<file path="src/rtl/uart_pkg.sv">
// Shared UART constants: reference clock, default oversampling and baud divisors.
package uart_pkg;

   localparam int CLK_HZ          = 100_000_000;
   localparam int OVERSAMPLE_DEF  = 16;

   // Divisor = CLK_HZ / (baud * OVERSAMPLE_DEF), split into integer and 1/16ths
   localparam int DIV_9600_INT    = 651;
   localparam int DIV_9600_FRAC   = 1;
   localparam int DIV_115200_INT  = 54;
   localparam int DIV_115200_FRAC = 4;

endpackage

</file>
<file path="src/rtl/baud_prescaler.sv">
// Fractional-N down-counter producing the raw oversample event for baud_tick_gen.
module baud_prescaler #(
   parameter int DIV_W       = 16,
   parameter int FRAC_W      = 4,
   parameter int DEF_DIV_INT = 651
) (
   input  logic              clk,
   input  logic              rst,
   input  logic              en,
   input  logic              restart,
   input  logic [DIV_W-1:0]  div_int,
   input  logic [FRAC_W-1:0] div_frac,
   output logic              os_evt
);

   logic [DIV_W-1:0]  cnt_q, cnt_d;
   logic [FRAC_W-1:0] acc_q, acc_d;
   logic [FRAC_W:0]   sum;

   always_comb begin
      sum    = {1'b0, acc_q} + {1'b0, div_frac};
      os_evt = en && !restart && (cnt_q == '0);
      cnt_d  = cnt_q;
      acc_d  = acc_q;
      if (restart) begin
         cnt_d = div_int - DIV_W'(1);
         acc_d = '0;
      end else if (os_evt) begin
         // Accumulator overflow stretches the period now starting by one cycle
         acc_d = sum[FRAC_W-1:0];
         cnt_d = div_int - DIV_W'(1) + DIV_W'(sum[FRAC_W]);
      end else if (en) begin
         cnt_d = cnt_q - DIV_W'(1);
      end
   end

   always_ff @(posedge clk) begin
      if (rst) begin
         cnt_q <= DIV_W'(DEF_DIV_INT - 1);
         acc_q <= '0;
      end else begin
         cnt_q <= cnt_d;
         acc_q <= acc_d;
      end
   end

endmodule

</file>
<file path="src/rtl/baud_tick_gen.sv">
// Baud tick generator: shadow/active divisor registers, oversample phase counter
// and registered os_tick / bit_tick strobes around a fractional prescaler.
module baud_tick_gen
   import uart_pkg::*;
#(
   parameter int DIV_W        = 16,
   parameter int FRAC_W       = 4,
   parameter int OVERSAMPLE   = OVERSAMPLE_DEF,
   parameter int DEF_DIV_INT  = DIV_9600_INT,
   parameter int DEF_DIV_FRAC = DIV_9600_FRAC
) (
   input  logic              clk,
   input  logic              rst,
   input  logic              en,
   input  logic              restart,
   input  logic              half,
   input  logic              cfg_we,
   input  logic [DIV_W-1:0]  cfg_int,
   input  logic [FRAC_W-1:0] cfg_frac,
   output logic              os_tick,
   output logic              bit_tick
);

   localparam int PH_W = $clog2(OVERSAMPLE);
   localparam logic [PH_W-1:0] PH_LAST = PH_W'(OVERSAMPLE - 1);
   localparam logic [PH_W-1:0] PH_MID  = PH_W'(OVERSAMPLE / 2);

   logic [DIV_W-1:0]  s_int_q, s_int_d, a_int_q, a_int_d;
   logic [FRAC_W-1:0] s_frac_q, s_frac_d, a_frac_q, a_frac_d;
   logic              pend_q, pend_d;
   logic [PH_W-1:0]   ph_q, ph_d;
   logic              os_tick_q, os_tick_d, bit_tick_q, bit_tick_d;
   logic [DIV_W-1:0]  cfg_int_cl, eff_int;
   logic [FRAC_W-1:0] eff_frac;
   logic              os_evt;

   baud_prescaler #(
      .DIV_W       (DIV_W),
      .FRAC_W      (FRAC_W),
      .DEF_DIV_INT (DEF_DIV_INT)
   ) u_prescaler (
      .clk      (clk),
      .rst      (rst),
      .en       (en),
      .restart  (restart),
      .div_int  (eff_int),
      .div_frac (eff_frac),
      .os_evt   (os_evt)
   );

   always_comb begin
      cfg_int_cl = (cfg_int < DIV_W'(2)) ? DIV_W'(2) : cfg_int;
      // Divisor the prescaler reloads with: a pending write wins over the active one
      eff_int  = pend_q ? s_int_q  : a_int_q;
      eff_frac = pend_q ? s_frac_q : a_frac_q;
      if (restart && cfg_we) begin
         eff_int  = cfg_int_cl;
         eff_frac = cfg_frac;
      end

      s_int_d  = s_int_q;
      s_frac_d = s_frac_q;
      a_int_d  = a_int_q;
      a_frac_d = a_frac_q;
      pend_d   = pend_q;
      ph_d     = ph_q;

      if (cfg_we) begin
         s_int_d  = cfg_int_cl;
         s_frac_d = cfg_frac;
         pend_d   = 1'b1;
      end

      if (restart) begin
         a_int_d  = eff_int;
         a_frac_d = eff_frac;
         pend_d   = 1'b0;
         ph_d     = half ? PH_MID : '0;
      end else if (pend_q && (!en || os_evt)) begin
         // A write landing in the same cycle stays pending for the next reload
         a_int_d  = s_int_q;
         a_frac_d = s_frac_q;
         pend_d   = cfg_we;
      end

      if (os_evt) begin
         ph_d = (ph_q == PH_LAST) ? '0 : ph_q + PH_W'(1);
      end

      os_tick_d  = os_evt;
      bit_tick_d = os_evt && (ph_q == PH_LAST);
   end

   always_ff @(posedge clk) begin
      if (rst) begin
         s_int_q    <= DIV_W'(DEF_DIV_INT);
         s_frac_q   <= FRAC_W'(DEF_DIV_FRAC);
         a_int_q    <= DIV_W'(DEF_DIV_INT);
         a_frac_q   <= FRAC_W'(DEF_DIV_FRAC);
         pend_q     <= 1'b0;
         ph_q       <= '0;
         os_tick_q  <= 1'b0;
         bit_tick_q <= 1'b0;
      end else begin
         s_int_q    <= s_int_d;
         s_frac_q   <= s_frac_d;
         a_int_q    <= a_int_d;
         a_frac_q   <= a_frac_d;
         pend_q     <= pend_d;
         ph_q       <= ph_d;
         os_tick_q  <= os_tick_d;
         bit_tick_q <= bit_tick_d;
      end
   end

   assign os_tick  = os_tick_q;
   assign bit_tick = bit_tick_q;

endmodule

</file>
<file path="config.mk">
export PLATFORM = sky130hd
export DESIGN_NAME = baud_tick_gen
export DESIGN_NICKNAME = d
export VERILOG_FILES = /design/src/rtl/uart_pkg.sv /design/src/rtl/baud_prescaler.sv /design/src/rtl/baud_tick_gen.sv
export SDC_FILE = /design/constraint.sdc
export NUM_CORES = 1
export LEC_CHECK = 0
export ABC_AREA = 1
export CAP_MARGIN = 20
export CORE_MARGIN = 1.5
export CORE_UTILIZATION = 40
export CTS_CLUSTER_SIZE = 20
export DETAILED_ROUTE_END_ITERATION = 10
export MAX_ROUTING_LAYER = met4
export PLACE_DENSITY_LB_ADDON = 0.12
export SYNTH_ARGS = -nofsm -noshare
export SYNTH_HDL_FRONTEND = slang
export SYNTH_SLANG_ARGS = --single-unit
</file>
<file path="constraint.sdc">
create_clock -name clk -period 5.5 [get_ports clk]
set_clock_uncertainty 0.2 [all_clocks]
set_input_delay 1.1 -clock clk [delete_from_list [all_inputs] [get_ports clk]]
set_output_delay 1.1 -clock clk [all_outputs]
set_load 0.01 [all_outputs]
</file>
==> out/metrics.csv, run 1 <==
stage,metric,value,unit
placement,GPL Wtd Cong,0.8621,
die,Die ar.,12040,sq um
setup_path,R2R Setup Slk,1.29,ns
detailed_routing,DRC viols,0,
clocking,postcts setup bufs,0,
clocking,CTS tree,built,
die,row count,38,
detailed_routing,Avg Vias per Cell,5.243,
placement,HPWL after DPL,9.200,mm
setup_path,FF-to-FF path depth,15,
global_routing,largest net degree at the start of global routing,40,
power_and_ir_drop,combinational power share,0.188,
setup_path,WS Path Type,input port to register,
power_and_ir_drop,Net Sw Frac,0.2991,
run_status,status,"complete, no violations",
timing,Worst-Margin Slew,1.067,ns
layout,layout cells sized above 1,0.07629,
clocking,clk buf depth,2,
global_routing,GRT Util Overall,0.2400,
global_routing,first-pass GRT wire length,21.53,mm
setup_path,FF-to-FF Start,pend_q$_SDFFE_PP0P_,
yosys,Post-synth EDFFs,0,
layout,"most common cell after layout, fill and taps aside",nand2_1,
yosys,synthesized cell area,4557,sq um
clocking,post-CTS sizing,0,
yosys,count of cell types in the netlist,51,
layout,Register Area,1341,sq um
setup_path,CP arrival,4.58,ns
setup_path,CP startpoint kind,input port,
global_routing,total congestion overflow,0,
timing,Final Setup Violations,0,
timing,Final period util,0.8325,
layout,Nets,766,
setup_path,worst-path fanout max,28,
die,Initial Utilization,0.4149,
setup_path,Critical Path Max Stage Delay,0.51,ns
detailed_routing,DR vias,4582,
timing,unrepaired setup endpoints after global routing,no,
setup_path,Setup crit end,u_prescaler.cnt_q[8]$_SDFFE_PP0P_,
placement,number of port buffers,27,
power_and_ir_drop,Clk pwr share,0.417,
layout,final antenna diode count,0,
power_and_ir_drop,power density over cell area,262.6,nW/um^2
global_routing,initial antenna violation count,0,
yosys,flip-flop and latch count after synthesis,67,
yosys,ys async rst share,0,
power_and_ir_drop,Switch Pwr,407.4,uW
detailed_routing,Routed Antenna Nets,0,
clocking,clock latency on the worst-skew pair,0.33,ns
min_path,min-delay worst type,register to register,
detailed_routing,1st-iter DRT viols,338,
clocking,Num CTS Buffers,9,
global_routing,vias in the first global route,4191,
die,core area,10980,sq um
setup_path,Slowest cell on crit path,clkdlybuf4s50_1,
clocking,Root Driver,clkbuf_16,
placement,setup slack at placement,0.5891,ns
yosys,syn nets,747,
setup_path,Worst Path Required,5.50,ns
yosys,Synth Instances,711,
clocking,hold buffer count at cts,0,
yosys,"Primary FF master, synth",dfxtp_1,
timing,Tmin final,4.579,ns
setup_path,CP Capture Type,register,
clocking,Sink Count,67,
setup_path,Worst R2R End,u_prescaler.cnt_q[8]$_SDFFE_PP0P_,
timing,Setup WS post-layout,0.9214,ns
layout,Fill cells,1144,
timing,Worst slew margin,0.2876,
yosys,sequential area share after synthesis,0.2943,
power_and_ir_drop,LEAKAGE,2.160,nW
setup_path,number of cells on the critical path,18,
timing,Final Slew Violations,0,
detailed_routing,Avg WL per Cell,14.96,um
detailed_routing,drt pass-1 iters,5,
setup_path,crit-path most repeated cell,o21ai_0,
min_path,start point of the worst hold path,a_int_q[7]$_SDFFE_PP1P_,
flow_run,max_cap viols,0,
yosys,average size of a mapped cell,6.409,sq um
yosys,Yosys warnings,0,
layout,area delta synth->final,13.81,%
clocking,clock slew at reported path FFs,0.06,ns
layout,final core occ,0.4722,
clocking,H-tree depth,3,
layout,most frequent cells in the layout,"183 x nand2_1, 84 x inv_1, 74 x nor2_1",
detailed_routing,final WL,13.07,mm
power_and_ir_drop,P_int,954.7,uW
setup_path,Worst Setup SP,restart,
die,I/O pins,28,
timing,setup TNS,0,ns
die,chip width,109.7,um
layout,area of the multi-input gates,2720,sq um
timing,"Hold Violations, Final",0,
placement,Post-DP Area,4910,sq um
layout,fin area,5186,sq um
setup_path,"Buf+Inv Stages, Crit Path",3,
timing,Max Freq,218.4,MHz
setup_path,crit path cell chain,clkdlybuf4s50_1 -> nand2_4 -> o21ai_0 -> o21ai_0 -> ha_1 -> inv_1 -> fa_1 -> o21ai_0 -> ha_1 -> ha_1 -> inv_1 -> nor2_1 -> nand2_1 -> nor2_4 -> nand2_1 -> xor2_1 -> o21ai_0 -> a21oi_1,
setup_path,Top delay family on crit path,adder cells,
power_and_ir_drop,Max VDD drop,0.2021,mV
power_and_ir_drop,Final Total Pwr,1.362,mW
power_and_ir_drop,Sequential Power Share,0.396,
die,die height,109.7,um
==> kinds of logic after synthesis <==
logic type                 share of synthesized area
and+or+nand+nor                               0.3320
DFF                                           0.2943
buffers and inverters                         0.1087
xor gates and xnor gates                     0.03624
AOI/OAI and AO/OA                             0.1974
adders and majority gates                    0.02911
muxes                                       0.002197
==> per-layer routing <==
layer,vias up,GRT usage,part of all wire
met5,-,-,0
met4,0,0.06679,0.011
met3,11,0.04031,0.037
met2,99,0.3718,0.46
met1,2100,0.3222,0.50
li1,2372,-,-
==> state kept, by name (all words and copies together) (netlist names) <==
signal	cells
s_int_q	16
ph_q	4
os_tick	1
a_int_q	16
a_frac_q	4
u_prescaler.cnt_q	16
s_frac_q	4
bit_tick	1
u_prescaler.acc_q	4
pend_q	1
==> synth_stat cells (3+ instances only) <==
library cell | instances | area [sq um]
or2_2 | 4 | 25.02
a22oi_1 | 8 | 60.06
a21oi_1 | 39 | 195.2
nand4_1 | 7 | 43.79
nor4_1 | 3 | 18.77
o22ai_1 | 5 | 31.28
inv_1 | 84 | 315.3
o21ai_0 | 46 | 230.2
dfxtp_1 | 67 | 1341
xnor2_1 | 6 | 52.55
o21ai_2 | 3 | 26.28
nor2_4 | 3 | 33.78
o21ai_1 | 6 | 30.03
nand3_1 | 47 | 235.2
clkbuf_1 | 16 | 60.06
nand2_4 | 3 | 33.78
nand2_1 | 183 | 686.9
nor3_1 | 8 | 40.04
nor2_1 | 74 | 277.8
inv_2 | 4 | 15.01
ha_1 | 9 | 112.6
a31oi_1 | 19 | 118.9
buf_6 | 4 | 45.04
nor2_2 | 5 | 31.28
o211ai_1 | 7 | 52.55
nand2_2 | 4 | 25.02
xor2_1 | 11 | 96.34
o211ai_2 | 3 | 37.54
buf_2 | 5 | 25.02
==> power by group through the flow <==
stage                     logic [mW]  registers, mW  clock network (mW)
after detailed placement       0.253          0.549                   0
after floorplan                0.187          0.541                   0
after global routing           0.289          0.543               0.596
final                          0.256          0.539               0.567
after global placement         0.252          0.548                   0
after CTS                      0.254          0.538               0.574
==> how the worst min path moves through the flow <==
stage / end / slack (ns) / cells after the start
after global placement: a_int_q[7]$_SDFFE_PP1P_ / 0.24 / 2
after detailed placement: a_int_q[7]$_SDFFE_PP1P_ / 0.25 / 2
after global routing: a_int_q[7]$_SDFFE_PP1P_ / 0.30 / 2
final: a_int_q[7]$_SDFFE_PP1P_ / 0.26 / 2
after floorplan: a_int_q[7]$_SDFFE_PP1P_ / 0.23 / 2
after CTS: a_int_q[7]$_SDFFE_PP1P_ / 0.27 / 2
==> cell type report <==
cell class | instances | area share
inverters | 90 | 0.06610
clock buffers | 12 | 0.04560
well taps | 140 | 0.03378
flip-flops and latches | 67 | 0.2586
multi-input cells | 527 | 0.5245
clock inverters | 3 | 0.007720
repair buffers | 35 | 0.06369
==> through the flow <==
stage | hold WS (ns) | cells
2_1_floorplan | 0.2307 | 711
3_3_place_gp | 0.2393 | 859
3_5_place_dp | 0.2529 | 859
4_1_cts | 0.2655 | 874
5_1_grt | 0.2965 | 874
6_report | 0.2636 | 874
==> worst register-to-register path: stages, from the launching register on <==
cell and delay [ns]:
dfxtp_1 1.02, inv_2 0.42, o211ai_1 0.27, o21ai_0 0.20, fa_1 0.46, o21ai_0 0.19
ha_1 0.19, ha_1 0.16, inv_1 0.04, nor2_1 0.14, nand2_1 0.14, nor2_4 0.19
nand2_1 0.09, xor2_1 0.15, o21ai_0 0.15, a21oi_1 0.08
Power figures use the tool's default switching activity.
==> run 2, diff against run 1 <==
==> constraint.sdc (replaced) <==
create_clock -name clk -period 3.7 [get_ports clk]
set_clock_uncertainty 0.2 [all_clocks]
set_input_delay 0.74 -clock clk [delete_from_list [all_inputs] [get_ports clk]]
set_output_delay 0.74 -clock clk [all_outputs]
set_load 0.01 [all_outputs]
==> run 2 against run 1 <==
Sequential share of layout area fell by 2.7 points. Core utilization rose by 5.5 points. Count of clock-buffer cells in the layout did not move. Register-to-register slack got worse by 0.69 ns. Cell area rose by 12%. Sequential power rose by 48%. Die area did not move.
==> out/metrics.csv, run 2 (synthesis gave the netlist of run 1 again) <==
stage,metric,value,unit,change
run_status,status,"complete, no violations",,
timing,Final Setup Violations,0,,unchanged
layout,most frequent cells in the layout,"178 x nand2_1, 82 x inv_1, 71 x buf_4",,
placement,HPWL after DPL,9.829,mm,+6.8%
clocking,clock slew at reported path FFs,0.06,ns,about the same
layout,layout cells sized above 1,0.1825,,+0.1062
timing,Final period util,0.9466,,
setup_path,CP Capture Type,register,,
clocking,CTS tree,built,,
layout,"most common cell after layout, fill and taps aside",nand2_1,,
setup_path,crit path cell chain,clkdlybuf4s50_1 -> nor2_2 -> nand2_1 -> nor2_2 -> nand2_2 -> nand2_1 -> nand2_1 -> nand2_1 -> inv_1 -> ha_1 -> nand3_2 -> buf_4 -> nor3_2 -> inv_1 -> nand2_1 -> nand2_2 -> nand3_2 -> nor2_4 -> nand2_2 -> xor2_1 -> mux2i_1 -> o21bai_1,,
die,die height,109.7,um,unchanged
global_routing,first-pass GRT wire length,21.66,mm,+0.58%
global_routing,initial antenna violation count,0,,unchanged
detailed_routing,Avg Vias per Cell,5.165,,-1.5%
clocking,clk buf depth,2,,unchanged
setup_path,"Buf+Inv Stages, Crit Path",4,,+1
layout,Nets,831,,+8.5%
global_routing,total congestion overflow,0,,unchanged
layout,area delta synth->final,26.99,%,
timing,Final Slew Violations,0,,unchanged
layout,Register Area,1341,sq um,unchanged
layout,final core occ,0.5269,,+0.05468
die,Initial Utilization,0.4149,,unchanged
layout,area of the multi-input gates,2816,sq um,+3.5%
global_routing,GRT Util Overall,0.2403,,+0.0003029
clocking,H-tree depth,3,,unchanged
clocking,clock latency on the worst-skew pair,0.34,ns,about the same
min_path,min-delay worst type,register to register,,
placement,number of port buffers,27,,unchanged
timing,"Hold Violations, Final",0,,unchanged
setup_path,crit-path most repeated cell,nand2_1,,
die,core area,10980,sq um,unchanged
setup_path,Top delay family on crit path,simple AND/OR/NAND/NOR gates,,
detailed_routing,Avg WL per Cell,14.46,um,-3.4%
detailed_routing,DRC viols,0,,unchanged
clocking,Root Driver,clkbuf_16,,
die,chip width,109.7,um,unchanged
timing,Worst-Margin Slew,1.101,ns,+0.03407 ns
timing,Worst slew margin,0.2631,,-0.02445
global_routing,largest net degree at the start of global routing,39,,-2.5%
clocking,Num CTS Buffers,9,,unchanged
placement,GPL Wtd Cong,0.8693,,+0.84%
timing,setup TNS,0,ns,unchanged
die,Die ar.,12040,sq um,unchanged
setup_path,Worst Path Required,3.71,ns,-1.79 ns
setup_path,CP arrival,3.52,ns,-1.06 ns
setup_path,Critical Path Max Stage Delay,0.44,ns,-0.07 ns
detailed_routing,DR vias,4855,,+6.0%
setup_path,WS Path Type,input port to register,,
placement,Post-DP Area,5396,sq um,+9.9%
power_and_ir_drop,power density over cell area,356.6,nW/um^2,+36%
layout,Fill cells,1080,,-5.6%
power_and_ir_drop,LEAKAGE,2.502,nW,+16%
power_and_ir_drop,Max VDD drop,0.2076,mV,+2.7%
layout,largest registers,"a_int_q x16, s_int_q x16, u_prescaler.cnt_q x16",,
layout,final antenna diode count,0,,unchanged
detailed_routing,final WL,13.59,mm,+3.9%
flow_run,max_cap viols,0,,unchanged
clocking,Sink Count,67,,unchanged
detailed_routing,drt pass-1 iters,5,,unchanged
timing,Max Freq,285.5,MHz,
die,I/O pins,28,,unchanged
global_routing,vias in the first global route,4426,,+5.6%
layout,fin area,5787,sq um,+12%
setup_path,Slowest cell on crit path,clkdlybuf4s50_1,,
detailed_routing,1st-iter DRT viols,250,,-26%
setup_path,CP startpoint kind,input port,,
detailed_routing,Routed Antenna Nets,0,,unchanged
timing,Tmin final,3.502,ns,
timing,Hold Slack,0.2587,ns,-0.004889 ns
setup_path,worst-path fanout max,6,,-79%
die,row count,38,,unchanged
-- run 2: worst min-delay path: cells and delay by family, from the launching register on --
kind / cells / cell delay [ns]
AO/OA/AOI/OAI: 1 / 0.06
flip-flops: 1 / 0.32
AND/OR/NAND/NOR: 1 / 0.05
-- run 2: what timing repair did --
action / in CTS / in global routing
buffers inserted: 1 / 2
pin swaps: 4 / 14
setup endpoints to repair: 7 / 12
hold buffers: 0 / 0
resized for setup: 7 / 25
-- run 2: path summary, 6_finish.rpt --
check | startpoint | to | slack (ns) | cells after the start
max | cfg_int[10] | u_prescaler.cnt_q[9]$_SDFFE_PP1P_ | 0.20 | 22
min | a_int_q[7]$_SDFFE_PP1P_ | a_int_q[7]$_SDFFE_PP1P_ | 0.26 | 2
max reg2reg | pend_q$_SDFFE_PP0P_ | u_prescaler.cnt_q[9]$_SDFFE_PP1P_ | 0.60 | 17
min reg2reg | a_int_q[7]$_SDFFE_PP1P_ | a_int_q[7]$_SDFFE_PP1P_ | 0.26 | 2
-- run 2: layout make-up --
type,count,area share
clock inverter,4,0.004541
tap,140,0.03027
timing repair buffer,100,0.1449
sequential,67,0.2318
inverter,90,0.05924
multi-input combinational,527,0.4867
clock buffer,12,0.04259
-- run 2: per-stage QoR --
step | cells | worst slack [ns] | power [mW]
floorplan | 711 | 0.02398 | 1.084
global placement | 921 | -0.2948 | 1.259
detailed placement | 921 | -0.4340 | 1.265
CTS | 938 | 0.005221 | 2.071
global route | 940 | -0.03661 | 2.167
finish | 940 | 0.1975 | 2.064
-- run 2: power breakdown --
part	leakage, nW	switching (mW)	total (mW)	internal, mW
logic	1.82	0.271	0.471	0.200
clock network	0.133	0.325	0.796	0.471
registers	0.551	0.0319	0.797	0.765
-- run 2: per-layer routing --
layer | routed length (um) | GRT usage
met1 | 6579 | 0.3152
met2 | 6175 | 0.3771
met3 | 555 | 0.03260
met4 | 279 | 0.08720
met5 | 0 | -
